### config.mk
export PLATFORM = sky130hd
export DESIGN_NAME = npu_dot_engine
export DESIGN_NICKNAME = d
export VERILOG_FILES = /design/src/rtl/npu_dot_engine.sv
export SDC_FILE = /design/constraint.sdc
export NUM_CORES = 2
export LEC_CHECK = 0
export ABC_AREA = 1
export CAP_MARGIN = 20
export CORE_ASPECT_RATIO = 1.25
export CORE_MARGIN = 8
export CORE_UTILIZATION = 40
export DETAILED_ROUTE_END_ITERATION = 12
export PLACE_DENSITY = 0.66
export SETUP_SLACK_MARGIN = 0.02
export SYNTH_ARGS = -nofsm -noshare
export SYNTH_HDL_FRONTEND = slang
export SYNTH_SLANG_ARGS = --single-unit
### constraint.sdc
create_clock -name clk -period 34.6 [get_ports clk]
set_input_delay 3.46 -clock clk [delete_from_list [all_inputs] [get_ports clk]]
set_output_delay 3.46 -clock clk [all_outputs]
set_load 0.05 [all_outputs]
### src/rtl/npu_dot_engine.sv
// npu_dot_engine: streaming LANES-wide dot-product engine with cross-beat accumulation.
// Pipeline: input capture -> product stage P -> log2(LANES) adder-tree stages -> accumulate stage A.
// Optional macro NPU_DOT_SAT_EN: clamp the accumulator to the signed ACC_W range and report out_sat;
// when undefined the accumulator wraps and out_sat is tied low.
module npu_dot_engine #(
    parameter int LANES  = 16,
    parameter int DATA_W = 8,
    parameter int ACC_W  = 32,
    parameter int CNT_W  = 16
) (
    input  logic                      clk,
    input  logic                      rst_n,
    input  logic                      in_valid,
    output logic                      in_ready,
    input  logic [LANES*DATA_W-1:0]   in_weight,
    input  logic [LANES*DATA_W-1:0]   in_act,
    input  logic                      in_act_signed,
    input  logic                      in_last,
    output logic                      out_valid,
    input  logic                      out_ready,
    output logic [ACC_W-1:0]          out_data,
    output logic [CNT_W-1:0]          out_count,
    output logic                      out_sat
);

    localparam int N  = $clog2(LANES);
    localparam int PW = 2*DATA_W + 1;          // product width
    localparam int TW = PW + N;                // tree root width, cannot overflow
    localparam int SW = ((ACC_W > TW) ? ACC_W : TW) + 1;

    // Whole pipeline freezes while a finished result waits for the consumer.
    logic adv;
    assign adv      = !(out_valid && !out_ready);
    assign in_ready = adv;

    // Input capture registers
    logic [LANES*DATA_W-1:0] w_q, a_q;
    logic                    s_q;
    logic                    v_q, l_q;

    // Product and tree nodes in heap order: leaves at LANES..2*LANES-1, root at 1.
    logic signed [PW-1:0] prod [LANES];
    logic signed [TW-1:0] node [1:2*LANES-1];
    logic [N:0]           pv, pl;              // valid/last per stage: [0]=P, [j]=Tj

    // Accumulator stage
    logic signed [ACC_W-1:0] acc;
    logic [CNT_W-1:0]        cnt, cnt_inc;
    logic [ACC_W-1:0]        sum_c;
    logic                    clamp;

    // Capture sidebands of an accepted beat; a stalled cycle keeps everything in place.
    always_ff @(posedge clk or negedge rst_n) begin
        if (!rst_n) begin
            v_q <= 1'b0;
            l_q <= 1'b0;
            pv  <= '0;
            pl  <= '0;
        end else if (adv) begin
            v_q <= in_valid;
            l_q <= in_last;
            pv  <= {pv[N-1:0], v_q};
            pl  <= {pl[N-1:0], l_q};
        end
    end

    // Operand capture and registered adder tree.
    // NOTE: datapath registers carry no reset; only the valid sidebands decide whether their contents matter.
    always_ff @(posedge clk) begin
        if (adv) begin
            w_q <= in_weight;
            a_q <= in_act;
            s_q <= in_act_signed;
            for (int i = 0; i < LANES; i++) begin
                node[LANES+i] <= TW'(prod[i]);
            end
            for (int k = 1; k < LANES; k++) begin
                node[k] <= node[2*k] + node[2*k+1];
            end
        end
    end

    // Per-lane products: weight always signed, activation sign- or zero-extended by mode.
    always_comb begin
        for (int i = 0; i < LANES; i++) begin
            prod[i] = PW'($signed({w_q[i*DATA_W+DATA_W-1], w_q[i*DATA_W +: DATA_W]}))
                    * PW'($signed({s_q & a_q[i*DATA_W+DATA_W-1], a_q[i*DATA_W +: DATA_W]}));
        end
    end

`ifdef NPU_DOT_SAT_EN
    localparam logic signed [SW-1:0] MAXV = {{(SW-ACC_W+1){1'b0}}, {(ACC_W-1){1'b1}}};
    localparam logic signed [SW-1:0] MINV = {{(SW-ACC_W+1){1'b1}}, {(ACC_W-1){1'b0}}};
    logic signed [SW-1:0] sum_w;
    logic                 sat_flag;

    // Wide sum followed by clamp to the signed accumulator range.
    always_comb begin
        // NOTE: every combinational output gets a default first so no path can infer a latch.
        sum_w = SW'(acc) + SW'(node[1]);
        sum_c = sum_w[ACC_W-1:0];
        clamp = 1'b0;
        if (sum_w > MAXV) begin
            sum_c = MAXV[ACC_W-1:0];
            clamp = 1'b1;
        end else if (sum_w < MINV) begin
            sum_c = MINV[ACC_W-1:0];
            clamp = 1'b1;
        end
    end

    // Sticky clamp flag for the vector in progress.
    always_ff @(posedge clk or negedge rst_n) begin
        if (!rst_n) begin
            sat_flag <= 1'b0;
            out_sat  <= 1'b0;
        end else if (adv && pv[N]) begin
            if (pl[N]) begin
                out_sat  <= sat_flag | clamp;
                sat_flag <= 1'b0;
            end else begin
                sat_flag <= sat_flag | clamp;
            end
        end
    end
`else
    // Modulo-2^ACC_W accumulation.
    always_comb begin
        sum_c = acc + ACC_W'(node[1]);
        clamp = 1'b0;
    end

    assign out_sat = 1'b0;
`endif

    assign cnt_inc = (&cnt) ? cnt : cnt + 1'b1;

    // Accumulate across beats; on the last beat publish the result and restart from zero.
    always_ff @(posedge clk or negedge rst_n) begin
        if (!rst_n) begin
            acc       <= '0;
            cnt       <= '0;
            out_valid <= 1'b0;
            out_data  <= '0;
            out_count <= '0;
        end else if (adv) begin
            out_valid <= 1'b0;
            if (pv[N]) begin
                if (pl[N]) begin
                    out_valid <= 1'b1;
                    out_data  <= sum_c;
                    out_count <= cnt_inc;
                    acc       <= '0;
                    cnt       <= '0;
                end else begin
                    acc <= sum_c;
                    cnt <= cnt_inc;
                end
            end
        end
    end

endmodule

* Yosys cells after proc, flatten, opt, wreduce, memory -nomap -nowiden *
Memory sizes are Yosys's and may differ from the RTL's.
Index checks and enable logic that the tools add are counted.

storage, ports and cells
  bits in registers = 366
  memory bits (read-only) = 0
  output and inout port bits = 51
  word-level logic and storage cells = 75
  memory bits (writable) = 651
  bits in latches = 0
  memories kept = 1

memories
  name  depth  width  read ports  clocked after Yosys merged registers in  wr ports  RTL line  text
  node  31     21     31          0                                        31        43        logic signed [TW-1:0] node [1:2*LANES-1];

operators by class
  divide/modulo/power cells = 0
  $add $sub $neg = 17
  equality and inequality tests = 0
  reduce and logical (&&, ||, !) cells = 6
  $lt $le $gt $ge = 0
  shift-type cells = 0
  bitwise operators = 17
  multiply operators = 16
  multiplexer cells = 6

operators with widths
  kind                   count
  $add 21x21->21         15
  $mul 8x9->17           16
  $add 32x21->32         1
  $mux 16                2
  $mux 32                1
  $add 16x1->16 const B  1
  $and 1x1->1            16
  $reduce_and 16->1      1
  $mux 1                 3
  $reduce_and 3->1       1
  $logic_not 1->1        2
  $reduce_and 2->1       1
  $logic_and 1x1->1      1
  $not 1->1              1

* Longest topological paths before layout *
  word-level depth = 4
  depth in mapped cells = 23
  gate-level depth less buffers = 21

* Worst setup path after synthesis *
No wires, ideal clock.

  path kind = input -> output
  from = input port out_ready
  to = output port in_ready
  cell stages on the path = 3
  setup slack = 4.252 ns
  data required time = 31.140 ns
  path buffers = 1
  arrival time = 26.888 ns
  cells stage by stage = nor2_1 > inv_1 > clkbuf_1

on the way
  word-level cells in the longest chain between the ends = 3

RTL lines
  element             RTL line  text
  start: declaration  20        input logic out_ready,
  $logic_not 1->1     33        assign adv = !(out_valid && !out_ready);
  $logic_and 1x1->1   33
  $logic_not 1->1     33
  end: declaration    14        output logic in_ready,

Every way passes these cells.

* Worst setup path in the final report *
Ends and elaborated chain as after synthesis.

==> key figures <==
Critical path
  – Worst R2R End: node[1][272]
  – FF-to-FF setup slack: 29.12 ns
  – Startpoint types: input pin
  – CP top delay family: buffers and inverters
  – CP Launch Point: out_ready
  – Data arrival, critical path: ~5.8 ns
  – Crit. End Element: primary output
  – CP bufs+invs: 3
  – Slowest cell delay on critical path: between 0.8 and 0.9 ns
  – Most used cell, CP: clkdlybuf4s50_1
  – Slowest cell on the critical path: clkdlybuf4s50_1
  – Critical Path, Cell by Cell: clkdlybuf4s50_1, nor2_1, inv_8, clkdlybuf4s50_1
  – Max Fanout on Critical Path: 33
  – Critical Path Sink: in_ready
  – Req. time, crit path: between 30 and 40 ns
  – Depth of the worst register-to-register path: 20
  – CP Depth: 4
  – WS Path Type: in2out
  – RR Startpoint: s_q

Cells and area
  – Area occupied by multi-input gates: between 0.05 and 0.06 mm^2
  – # fillers: between 20000 and 25000
  – Seq. cell area: 0.0281 mm^2
  – Share of cells above drive strength 1: under 10%
  – Fin nets: 13000
  – Area Growth Syn to Fin: 10.4%

STA
  – Relative slew slack: approximately 32%
  – Final Hold Fails: 0
  – Period minus WS final: about 9.3 ns
  – Setup TNS: 0 ns
  – Setup violations, final: 0
  – Clk_skew: approximately 0.045 ns
  – RSZ-0062 raised after global routing: false
  – Worst Tran Pin Value: 1.01 ns
  – Final Cycle Share: 26.9%
  – Highest clock rate: ~0.11 GHz
  – Fin. max-slew vios: 0

Synthesis
  – Post-synthesis sequential area ratio: between 30% and 40%
  – Yosys warns: 0
  – Top-count cell post-synth: inv_1
  – Post-synth top area cell: edfxtp_1
  – Synth top area cells: edfxtp_1, fa_1, inv_1, ha_1, nand2_1
  – Count of cell types in the netlist: 47
  – Seq cells post-synth: roughly 950
  – Number of synthesized flops with an enable pin: ~840
  – Gate Count Post-Synth: 10800
  – Post-synth top area share: 27.2%
  – Asr flop ratio synth: between 10% and 20%
  – Syn avg cell area: approximately 8.7 um^2
  – Synth top cells by count: inv_1, nand2_1, fa_1
  – Synth Net Count: between 10000 and 15000
  – Primary FF master, synth: edfxtp_1
  – Netlist Area Pre-Place: 0.0933 mm^2

CTS
  – Post-cts resize count: 0
  – Setup Buffers After CTS: 0
  – Clock root cell: clkbuf_16
  – Clock sinks: about 950
  – Hold-fix buffers, CTS: 0
  – TritonCTS clock tree: built
  – Cts bufs inserted: 108
  – Clock slew at reported path FFs: 0.07 ns
  – Max Root-Sink Buffers: 3
  – Clock Latency Late Sink: 0.76 ns
  – H-tree depth: 3

GRT
  – Largest net degree at the start of global routing: 163
  – Total grt overflow: 0
  – Initial antenna violation count: 5
  – Vias in the first global route: a little under 70000
  – Global-route wire length before repair: 346000 um
  – Total GRT Usage: 16.8%

Drt
  – Remaining DRCs: 0
  – Vias per inst: about 4.7
  – Drt pass-1 iters: 6
  – WL per Instance: roughly 15 um
  – Antenna-violating nets left: 0
  – Via count: 66600
  – DRT iter0 DRCs: between 3000 and 4000
  – Final wirelength: 208000 um

Place
  – Final HPWL from detailed placement: between 150000 and 200000 um
  – Port bufs: approximately 310
  – GP Congestion: around 0.92

Floorplan
  – Cell Rows: roughly 200
  – Die Width: around 450 um
  – Core area: between 0.2 and 0.25 mm^2
  – Initial Util: 40.1%
  – Num ports: roughly 310
  – Die ar.: 0.249 mm^2
  – Die Span Y: approximately 560 um

Hold path
  – HP Class: reg2reg

Status
  – Status: finished clean

Flow run
  – MaxCap Viol Count: 0
worst min path at each step:
stage / from / to / slack (ns) / cells past startpoint
3_5_place_dp: pv[1] / pv[1] / 0.46 / 2
6_report: pl[2] / pl[3] / 0.47 / 2
4_1_cts: pl[2] / pl[3] / 0.48 / 2
2_1_floorplan: pl[0] / pl[1] / 0.44 / 2
3_3_place_gp: pv[1] / pv[2] / 0.46 / 2
5_1_grt: out_data[29] / out_data[29] / 0.50 / 2
cells by family (layout without fill, tap and decap cells):
kind of cell               count (synthesis)  after routing  share of synthesized area, %
adders and majority gates               1796           1796                          32.1
and+or+nand+nor                         3571           3571                          15.5
AOI/OAI and AO/OA                        945            945                          5.67
buffers and inverters                   3052           3299                          12.3
other                                      1              2                       0.00402
xor gates and xnor gates                 461            461                          4.33
DFF                                      953            953                          30.1
placed cells by master, fill, tap and decap left out, types with 9 or more instances in the layout:
cell,netlist,final
nor2_1,548,548
xnor2_1,198,198
o21ai_0,301,301
a21boi_1,13,13
a21o_1,28,28
clkbuf_1,249,12
dfrtp_1,109,109
inv_1,2751,2750
o21bai_1,24,24
o21ai_2,31,31
clkinv_1,15,26
nand4_1,87,87
edfxtp_1,844,844
fa_1,996,996
nor3_1,65,65
a21boi_2,9,9
clkdlybuf4s50_1,0,310
nand2_1,2404,2404
or2_2,42,42
nand3_1,393,393
buf_4,1,12
a21oi_1,399,399
o21ai_1,24,24
a21boi_0,37,37
xor2_1,263,263
ha_1,800,800
clkbuf_16,0,113
a31oi_1,61,61
clkinv_2,1,19
clkinvlp_4,0,10
layout make-up:
type	count	area share, %
Multi-Input combinational cell	6774	52.2
Sequential cell	953	27.3
Inverter	2773	10.1
Tap cell	3100	3.77
Timing Repair Buffer	324	3.14
Clock buffer	131	2.87
Clock inverter	71	0.691
Antenna cell	1	0.00243
metal layers:
metal	GRT usage (%)	wire length [um]	vias to the layer above
li1	-	-	33200
met1	20.7	87100	31900
met2	31.0	107000	1162
met3	1.80	7680	329
met4	4.82	5840	0
met5	0	0	-
registers in the layout, summed over array words and instances, names as in the netlist:
register   flops
a_q          128
out_valid      1
acc           32
cnt           16
w_q          128
pl             5
v_q            1
l_q            1
out_count     16
node         587
out_data      32
s_q            1
pv             5
per-stage QoR:
stage / util, % / hold WS (ns) / instance area [um^2] / setup slack (ns) / instances
after CTS: 44.3 / 0.476 / 103000 / 25.24 / 14100
after global routing: 44.3 / 0.496 / 103000 / 25.12 / 14100
after detailed placement: 42.7 / 0.465 / 99300 / 25.24 / 13900
final: 44.3 / 0.469 / 103000 / 25.31 / 14100
after floorplan: - / 0.442 / 93300 / 4.25 / 10800
after global placement: 42.7 / 0.464 / 99300 / 25.27 / 13900
worst min-delay path, stage by stage, from the launching register on:
cell and delay (ns):
dfrtp_1 0.35, nand2_1 0.06, nand2_1 0.05
Power is not shown: default switching activity piles up to over one toggle a cycle in this logic, so the estimate is an artifact.
